`config.mk`:
```
export PLATFORM = sky130hd
export DESIGN_NAME = fpga_apb_initiator
export DESIGN_NICKNAME = d
export VERILOG_FILES = /design/src/rtl/fpga_apb_pkg.sv /design/src/rtl/fpga_apb_initiator.sv
export SDC_FILE = /design/constraint.sdc
export NUM_CORES = 1
export LEC_CHECK = 0
export ABC_AREA = 1
export BUFFER_PORTS_ARGS = -buffer_cell sky130_fd_sc_hd__buf_2
export CAP_MARGIN = 20
export CORE_MARGIN = 5
export CORE_UTILIZATION = 45
export CTS_CLUSTER_SIZE = 24
export DETAILED_ROUTE_END_ITERATION = 7
export PLACE_DENSITY_LB_ADDON = 0.25
export SETUP_SLACK_MARGIN = 0.5
export SLEW_MARGIN = 20
export SYNTH_ARGS = -nofsm -noshare
export SYNTH_HDL_FRONTEND = slang
export SYNTH_SLANG_ARGS = --single-unit
```
`constraint.sdc`:
```
create_clock -name core_clk -period 11 [get_ports core_clk]
set_clock_uncertainty 0.05 [all_clocks]
set_input_delay 1.65 -clock core_clk [delete_from_list [all_inputs] [get_ports core_clk]]
set_output_delay 1.65 -clock core_clk [all_outputs]
set_load 0.01 [all_outputs]
```
`src/rtl/fpga_apb_pkg.sv`:
```
// Shared types for the FPGA-side APB4 initiator and its command sources.
package fpga_apb_pkg;

    localparam int APB_STRB_WIDTH = 4;
    localparam int APB_PROT_WIDTH = 3;
    localparam int APB_ADDR_WIDTH = 32;
    localparam int APB_DATA_WIDTH = 32;

    typedef enum logic [1:0] {
        IDLE,
        SETUP,
        ACCESS,
        RESP
    } apb_init_state_e;

    typedef struct packed {
        logic                      write;
        logic [APB_ADDR_WIDTH-1:0] addr;
        logic [APB_DATA_WIDTH-1:0] wdata;
        logic [APB_STRB_WIDTH-1:0] strb;
        logic [APB_PROT_WIDTH-1:0] prot;
    } apb_init_req_t;

    typedef struct packed {
        logic [APB_DATA_WIDTH-1:0] rdata;
        logic                      slverr;
        logic                      timeout;
    } apb_init_rsp_t;

endpackage

```
`src/rtl/fpga_apb_initiator.sv`:
```
// APB4 requester: one transfer per valid/ready command, with response
// carrying read data, slave error and ACCESS-phase timeout status.
module fpga_apb_initiator
    import fpga_apb_pkg::*;
#(
    parameter int ADDR_WIDTH     = 32,
    parameter int DATA_WIDTH     = 32,
    parameter int TIMEOUT_CYCLES = 1024
) (
    input  logic                      core_clk,
    input  logic                      core_rst,
    input  logic                      req_valid,
    output logic                      req_ready,
    input  logic                      req_write,
    input  logic [ADDR_WIDTH-1:0]     req_addr,
    input  logic [DATA_WIDTH-1:0]     req_wdata,
    input  logic [APB_STRB_WIDTH-1:0] req_strb,
    input  logic [APB_PROT_WIDTH-1:0] req_prot,
    output logic                      rsp_valid,
    input  logic                      rsp_ready,
    output logic [DATA_WIDTH-1:0]     rsp_rdata,
    output logic                      rsp_slverr,
    output logic                      rsp_timeout,
    output logic [15:0]               err_count,
    output logic [ADDR_WIDTH-1:0]     PADDR,
    output logic                      PSEL,
    output logic                      PENABLE,
    output logic                      PWRITE,
    output logic [DATA_WIDTH-1:0]     PWDATA,
    output logic [APB_STRB_WIDTH-1:0] PSTRB,
    output logic [APB_PROT_WIDTH-1:0] PPROT,
    input  logic [DATA_WIDTH-1:0]     PRDATA,
    input  logic                      PREADY,
    input  logic                      PSLVERR
);

    // Counter is kept at least one bit wide so a disabled timeout still elaborates.
    localparam int CNT_W = (TIMEOUT_CYCLES > 0) ? $clog2(TIMEOUT_CYCLES + 1) : 1;
    localparam bit TO_EN = (TIMEOUT_CYCLES != 0);
    localparam logic [CNT_W-1:0] CNT_LAST =
        CNT_W'((TIMEOUT_CYCLES > 0) ? TIMEOUT_CYCLES - 1 : 0);
    localparam logic [CNT_W-1:0] CNT_MAX = '1;

    apb_init_state_e           state_q, state_d;
    logic                      req_ready_q, req_ready_d;
    logic [ADDR_WIDTH-1:0]     paddr_q, paddr_d;
    logic                      psel_q, psel_d;
    logic                      penable_q, penable_d;
    logic                      pwrite_q, pwrite_d;
    logic [DATA_WIDTH-1:0]     pwdata_q, pwdata_d;
    logic [APB_STRB_WIDTH-1:0] pstrb_q, pstrb_d;
    logic [APB_PROT_WIDTH-1:0] pprot_q, pprot_d;
    logic                      rsp_valid_q, rsp_valid_d;
    logic [DATA_WIDTH-1:0]     rsp_rdata_q, rsp_rdata_d;
    logic                      rsp_slverr_q, rsp_slverr_d;
    logic                      rsp_timeout_q, rsp_timeout_d;
    logic [15:0]               err_count_q, err_count_d;
    logic [CNT_W-1:0]          cnt_q, cnt_d;
    logic                      err_inc;

    always_comb begin
        state_d       = state_q;
        req_ready_d   = req_ready_q;
        paddr_d       = paddr_q;
        psel_d        = psel_q;
        penable_d     = penable_q;
        pwrite_d      = pwrite_q;
        pwdata_d      = pwdata_q;
        pstrb_d       = pstrb_q;
        pprot_d       = pprot_q;
        rsp_valid_d   = rsp_valid_q;
        rsp_rdata_d   = rsp_rdata_q;
        rsp_slverr_d  = rsp_slverr_q;
        rsp_timeout_d = rsp_timeout_q;
        cnt_d         = cnt_q;
        err_inc       = 1'b0;

        unique case (state_q)
            IDLE: begin
                req_ready_d = 1'b1;
                if (req_valid) begin
                    paddr_d     = req_addr;
                    pwrite_d    = req_write;
                    pprot_d     = req_prot;
                    pwdata_d    = req_write ? req_wdata : '0;
                    pstrb_d     = req_write ? req_strb : '0;
                    psel_d      = 1'b1;
                    req_ready_d = 1'b0;
                    state_d     = SETUP;
                end
            end
            SETUP: begin
                penable_d = 1'b1;
                cnt_d     = '0;
                state_d   = ACCESS;
            end
            ACCESS: begin
                // PREADY takes priority over a timeout expiring in the same cycle.
                if (PREADY) begin
                    rsp_rdata_d   = (pwrite_q || PSLVERR) ? '0 : PRDATA;
                    rsp_slverr_d  = PSLVERR;
                    rsp_timeout_d = 1'b0;
                    err_inc       = PSLVERR;
                    psel_d        = 1'b0;
                    penable_d     = 1'b0;
                    rsp_valid_d   = 1'b1;
                    state_d       = RESP;
                end else if (TO_EN && cnt_q == CNT_LAST) begin
                    rsp_rdata_d   = '0;
                    rsp_slverr_d  = 1'b1;
                    rsp_timeout_d = 1'b1;
                    err_inc       = 1'b1;
                    psel_d        = 1'b0;
                    penable_d     = 1'b0;
                    rsp_valid_d   = 1'b1;
                    state_d       = RESP;
                end else if (cnt_q != CNT_MAX) begin
                    cnt_d = cnt_q + 1'b1;
                end
            end
            RESP: begin
                if (rsp_ready) begin
                    rsp_valid_d = 1'b0;
                    req_ready_d = 1'b1;
                    state_d     = IDLE;
                end
            end
            default: state_d = IDLE;
        endcase

        err_count_d = err_count_q;
        if (err_inc && err_count_q != 16'hFFFF) begin
            err_count_d = err_count_q + 16'd1;
        end
    end

    always_ff @(posedge core_clk or posedge core_rst) begin
        if (core_rst) begin
            state_q       <= IDLE;
            req_ready_q   <= 1'b1;
            paddr_q       <= '0;
            psel_q        <= 1'b0;
            penable_q     <= 1'b0;
            pwrite_q      <= 1'b0;
            pwdata_q      <= '0;
            pstrb_q       <= '0;
            pprot_q       <= '0;
            rsp_valid_q   <= 1'b0;
            rsp_rdata_q   <= '0;
            rsp_slverr_q  <= 1'b0;
            rsp_timeout_q <= 1'b0;
            err_count_q   <= '0;
            cnt_q         <= '0;
        end else begin
            state_q       <= state_d;
            req_ready_q   <= req_ready_d;
            paddr_q       <= paddr_d;
            psel_q        <= psel_d;
            penable_q     <= penable_d;
            pwrite_q      <= pwrite_d;
            pwdata_q      <= pwdata_d;
            pstrb_q       <= pstrb_d;
            pprot_q       <= pprot_d;
            rsp_valid_q   <= rsp_valid_d;
            rsp_rdata_q   <= rsp_rdata_d;
            rsp_slverr_q  <= rsp_slverr_d;
            rsp_timeout_q <= rsp_timeout_d;
            err_count_q   <= err_count_d;
            cnt_q         <= cnt_d;
        end
    end

    assign req_ready   = req_ready_q;
    assign rsp_valid   = rsp_valid_q;
    assign rsp_rdata   = rsp_rdata_q;
    assign rsp_slverr  = rsp_slverr_q;
    assign rsp_timeout = rsp_timeout_q;
    assign err_count   = err_count_q;
    assign PADDR       = paddr_q;
    assign PSEL        = psel_q;
    assign PENABLE     = penable_q;
    assign PWRITE      = pwrite_q;
    assign PWDATA      = pwdata_q;
    assign PSTRB       = pstrb_q;
    assign PPROT       = pprot_q;

endmodule

```
==> flow_metrics.env <==
export IMPL_ys_types=31
export IMPL_gr_usage_all_layers_pct=20.35
export IMPL_critPathMaxFanout=111
export IMPL_layout_cells_non_filler=1144
export IMPL_grt_pass1_vias=5463
export IMPL_synth_compound_area_share_pct=5.239
export IMPL_async_reset_ff_share_pct=100.0
export IMPL_ys_flop_type="dfrtp_1"
export IMPL_antenna_found_initial=1
export IMPL_synth_seq_cells=139
export IMPL_slew_viol_final=0
export IMPL_finalSetupTns_ns=0
export IMPL_critical_path_class="input pin to flop"
export IMPL_power_mw=2.084
export IMPL_critPathArrivalTime_ns=4.04
export IMPL_hold_buffers=0
export IMPL_holdCritStartpoint="rsp_rdata[25]"
export IMPL_place_congestion=0.8028
export IMPL_clock_latency_ns=0.41
export IMPL_tightest_slew_ns=1.048
export IMPL_core_region_area_mm2=0.01324
export IMPL_hold_viol=0
export IMPL_finalWirelength_um=16020
export IMPL_clkPwrFrac_pct=27.3
export IMPL_critPathRequiredTime_ns=11.25
export IMPL_clock_path_buffers=2
export IMPL_grt_overflow=0
export IMPL_dieArea_mm2=0.01596
export IMPL_drt_antenna_violating_nets=0
export IMPL_synthXorXnorAreaFrac_pct=1.870
export IMPL_routedWlPerCell_um=14.01
export IMPL_cp_startpoint="req_valid"
export IMPL_powerDensity_mw_per_mm2=262.1
export IMPL_maxCapViolations=0
export IMPL_grt_pass1_wl_um=26460
export IMPL_slew_headroom_pct=29.70
export IMPL_place_hpwl_um=11180
export IMPL_power_switching_mw=0.7667
export IMPL_synth_simple_area_share_pct=30.02
export IMPL_reg2reg_from="state_q[0]"
export IMPL_root_buffer="clkbuf_16"
export IMPL_start_kind="input pin"
export IMPL_utilization_pct=60.04
export IMPL_syn_area_per_cell_um2=8.319
export IMPL_initial_core_util_pct=45.98
export IMPL_route_detailed_drc=0
export IMPL_yosysMostFrequentCell="nand2_1"
export IMPL_synth_fa_ha_area_share_pct=1.233
export IMPL_dp_cells=1112
export IMPL_synth_cells=732
export IMPL_synth_top_area_share_pct=56.71
export IMPL_seq_power_share_pct=39.3
export IMPL_synth_top_family_by_area="simple AND/OR/NAND/NOR gates"
export IMPL_cts_repair_resized=0
export IMPL_swShare_pct=36.80
export IMPL_clk_pin_slew_ns=0.06
export IMPL_synth_common_cells="nand2_1, dfrtp_1, o21ai_0"
export IMPL_cts_setup_buffers=0
export IMPL_critPathMaxStageDelay_ns=1.14
export IMPL_htreeDepth=4
export IMPL_setup_viol=0
export IMPL_p_int_mw=1.317
export IMPL_syn_to_final_growth_pct=30.57
export IMPL_synth_largest_area_cell="dfrtp_1"
export IMPL_first_pass_iters=4
export IMPL_io_buffers=235
export IMPL_rsz0062_at_grt="no"
export IMPL_ys_seq_area_share_pct=57.14
export IMPL_status="complete, no violations"
export IMPL_finalCritPeriodShare_pct=34.46
export IMPL_netlist_top_cells_area="dfrtp_1, nand2_1, o21ai_0"
export IMPL_cts_made_buffers=17
export IMPL_crit_slowest_cell="clkinv_1"
export IMPL_ios=236
export IMPL_drive_gt1_share_pct=29.58
export IMPL_grt_max_degree=112
export IMPL_ir_drop_v=0.0001243
export IMPL_pwr_share_comb_pct=33.4
export IMPL_max_freq_ghz=0.2638
export IMPL_critical_path_cell_chain="buf_2 -> nand2_4 -> clkinv_1 -> nand2_1 -> nand2_1"
export IMPL_syn_nets=848
export IMPL_die_x_um=126.3
export IMPL_whs_ns=0.4164
export IMPL_hold_class="flop to flop"
export IMPL_dr_first_iter_drc_count=302
export IMPL_vias_per_cell=4.732
export IMPL_cts_sinks=139
export IMPL_min_period_ns=3.790
export IMPL_die_h_um=126.3
export IMPL_synth_edf_count=0
export IMPL_worst_setup_path_end_kind="flop"
export IMPL_synthMuxAreaShare_pct=0
export IMPL_num_rows=42
export IMPL_p_leak_nw=4.501
export IMPL_cts_tree="done"
export IMPL_crit_top_cell="nand2_1"
export IMPL_netlist_area_mm2=0.006090
export IMPL_vias=5413
export IMPL_ys_warn_count=0
export IMPL_fin_nets=1071
[kinds of logic (layout without fill, tap and decap cells)]
family | Yosys count | after routing
AND/OR/NAND/NOR | 446 | 446
flip-flops | 139 | 139
buffers and inverters | 66 | 301
AO/OA/AOI/OAI | 62 | 62
XOR/XNOR | 13 | 13
adder cells (fa/ha/maj) | 6 | 6
other | 0 | 1
[placed cells by master (no fill, tap or decap), types with 2 or more instances in the layout]
cell,count
ha_1,6
clkbuf_16,17
nand2_2,5
clkinv_2,3
nor2_1,24
o21bai_1,3
inv_1,30
a21oi_1,4
nor2_2,5
o21ai_0,54
buf_4,2
xnor2_1,6
buf_2,235
bufinv_16,3
dfrtp_1,138
nand2_1,349
clkbuf_1,3
nand4_1,2
xor2_1,7
nand3_1,51
clkinv_4,2
inv_6,2
clkinvlp_4,2
or2_2,2
nand2_4,2
[power by group through the flow]
| stage | Clock (mW) | Sequential (mW) | Combinational [mW] |
|---|---|---|---|
| after floorplan | 0 | 0.904 | 0.320 |
| after global placement | 0 | 0.821 | 0.694 |
| after detailed placement | 0 | 0.819 | 0.712 |
| after CTS | 0.582 | 0.819 | 0.711 |
| after global routing | 0.602 | 0.846 | 0.783 |
| final | 0.568 | 0.820 | 0.696 |
[critical path: cells and delay by family]
family,cells,cell delay [ns]
buffers and inverters,2,1.26
AND/OR/NAND/NOR,3,1.07
[layer usage]
metal  GRT usage (%)  up-vias  share of wire, %
met5               0        -                 0
met4           8.517        0               3.1
met3           7.692       29               8.8
met2           32.55      201                46
met1           24.86     2453                42
li1                -     2730                 -
[registers in the layout (all words and copies together), names as in the netlist, 2 cells and up]
signal / cells
state_q: 2
PSTRB: 4
PADDR: 32
PPROT: 3
cnt_q: 11
err_count: 16
rsp_rdata: 32
PWDATA: 32
[through the flow]
step	setup slack, ns	cell area, µm²
4_1_cts	7.237	7949
3_5_place_dp	6.784	7366
5_1_grt	6.944	7949
2_1_floorplan	5.577	6090
6_report	7.210	7951
3_3_place_gp	6.827	7366
[layout make-up]
class,instances,area (µm²)
antenna,1,2.502
clock buffer,20,436.7
clock inverter,11,146.4
fill,1234,5291
inverter,33,128.9
multi-input combinational,527,2346
sequential,139,3480
tap,176,220.2
timing repair buffer,237,1191
[worst paths after layout]
kind / endpoint / slack, ns / cells after the start
hold reg to reg: rsp_rdata[25] / 0.42 / 2
min in group asynchronous: rsp_rdata[11] / 1.33 / 2
max in group asynchronous: PWDATA[29] / 8.36 / 3
hold / removal: rsp_rdata[25] / 0.42 / 2
setup reg to reg: PADDR[13] / 7.79 / 6
setup / recovery: PADDR[13] / 7.21 / 5
No activity file was read; power rests on OpenSTA's default activity.
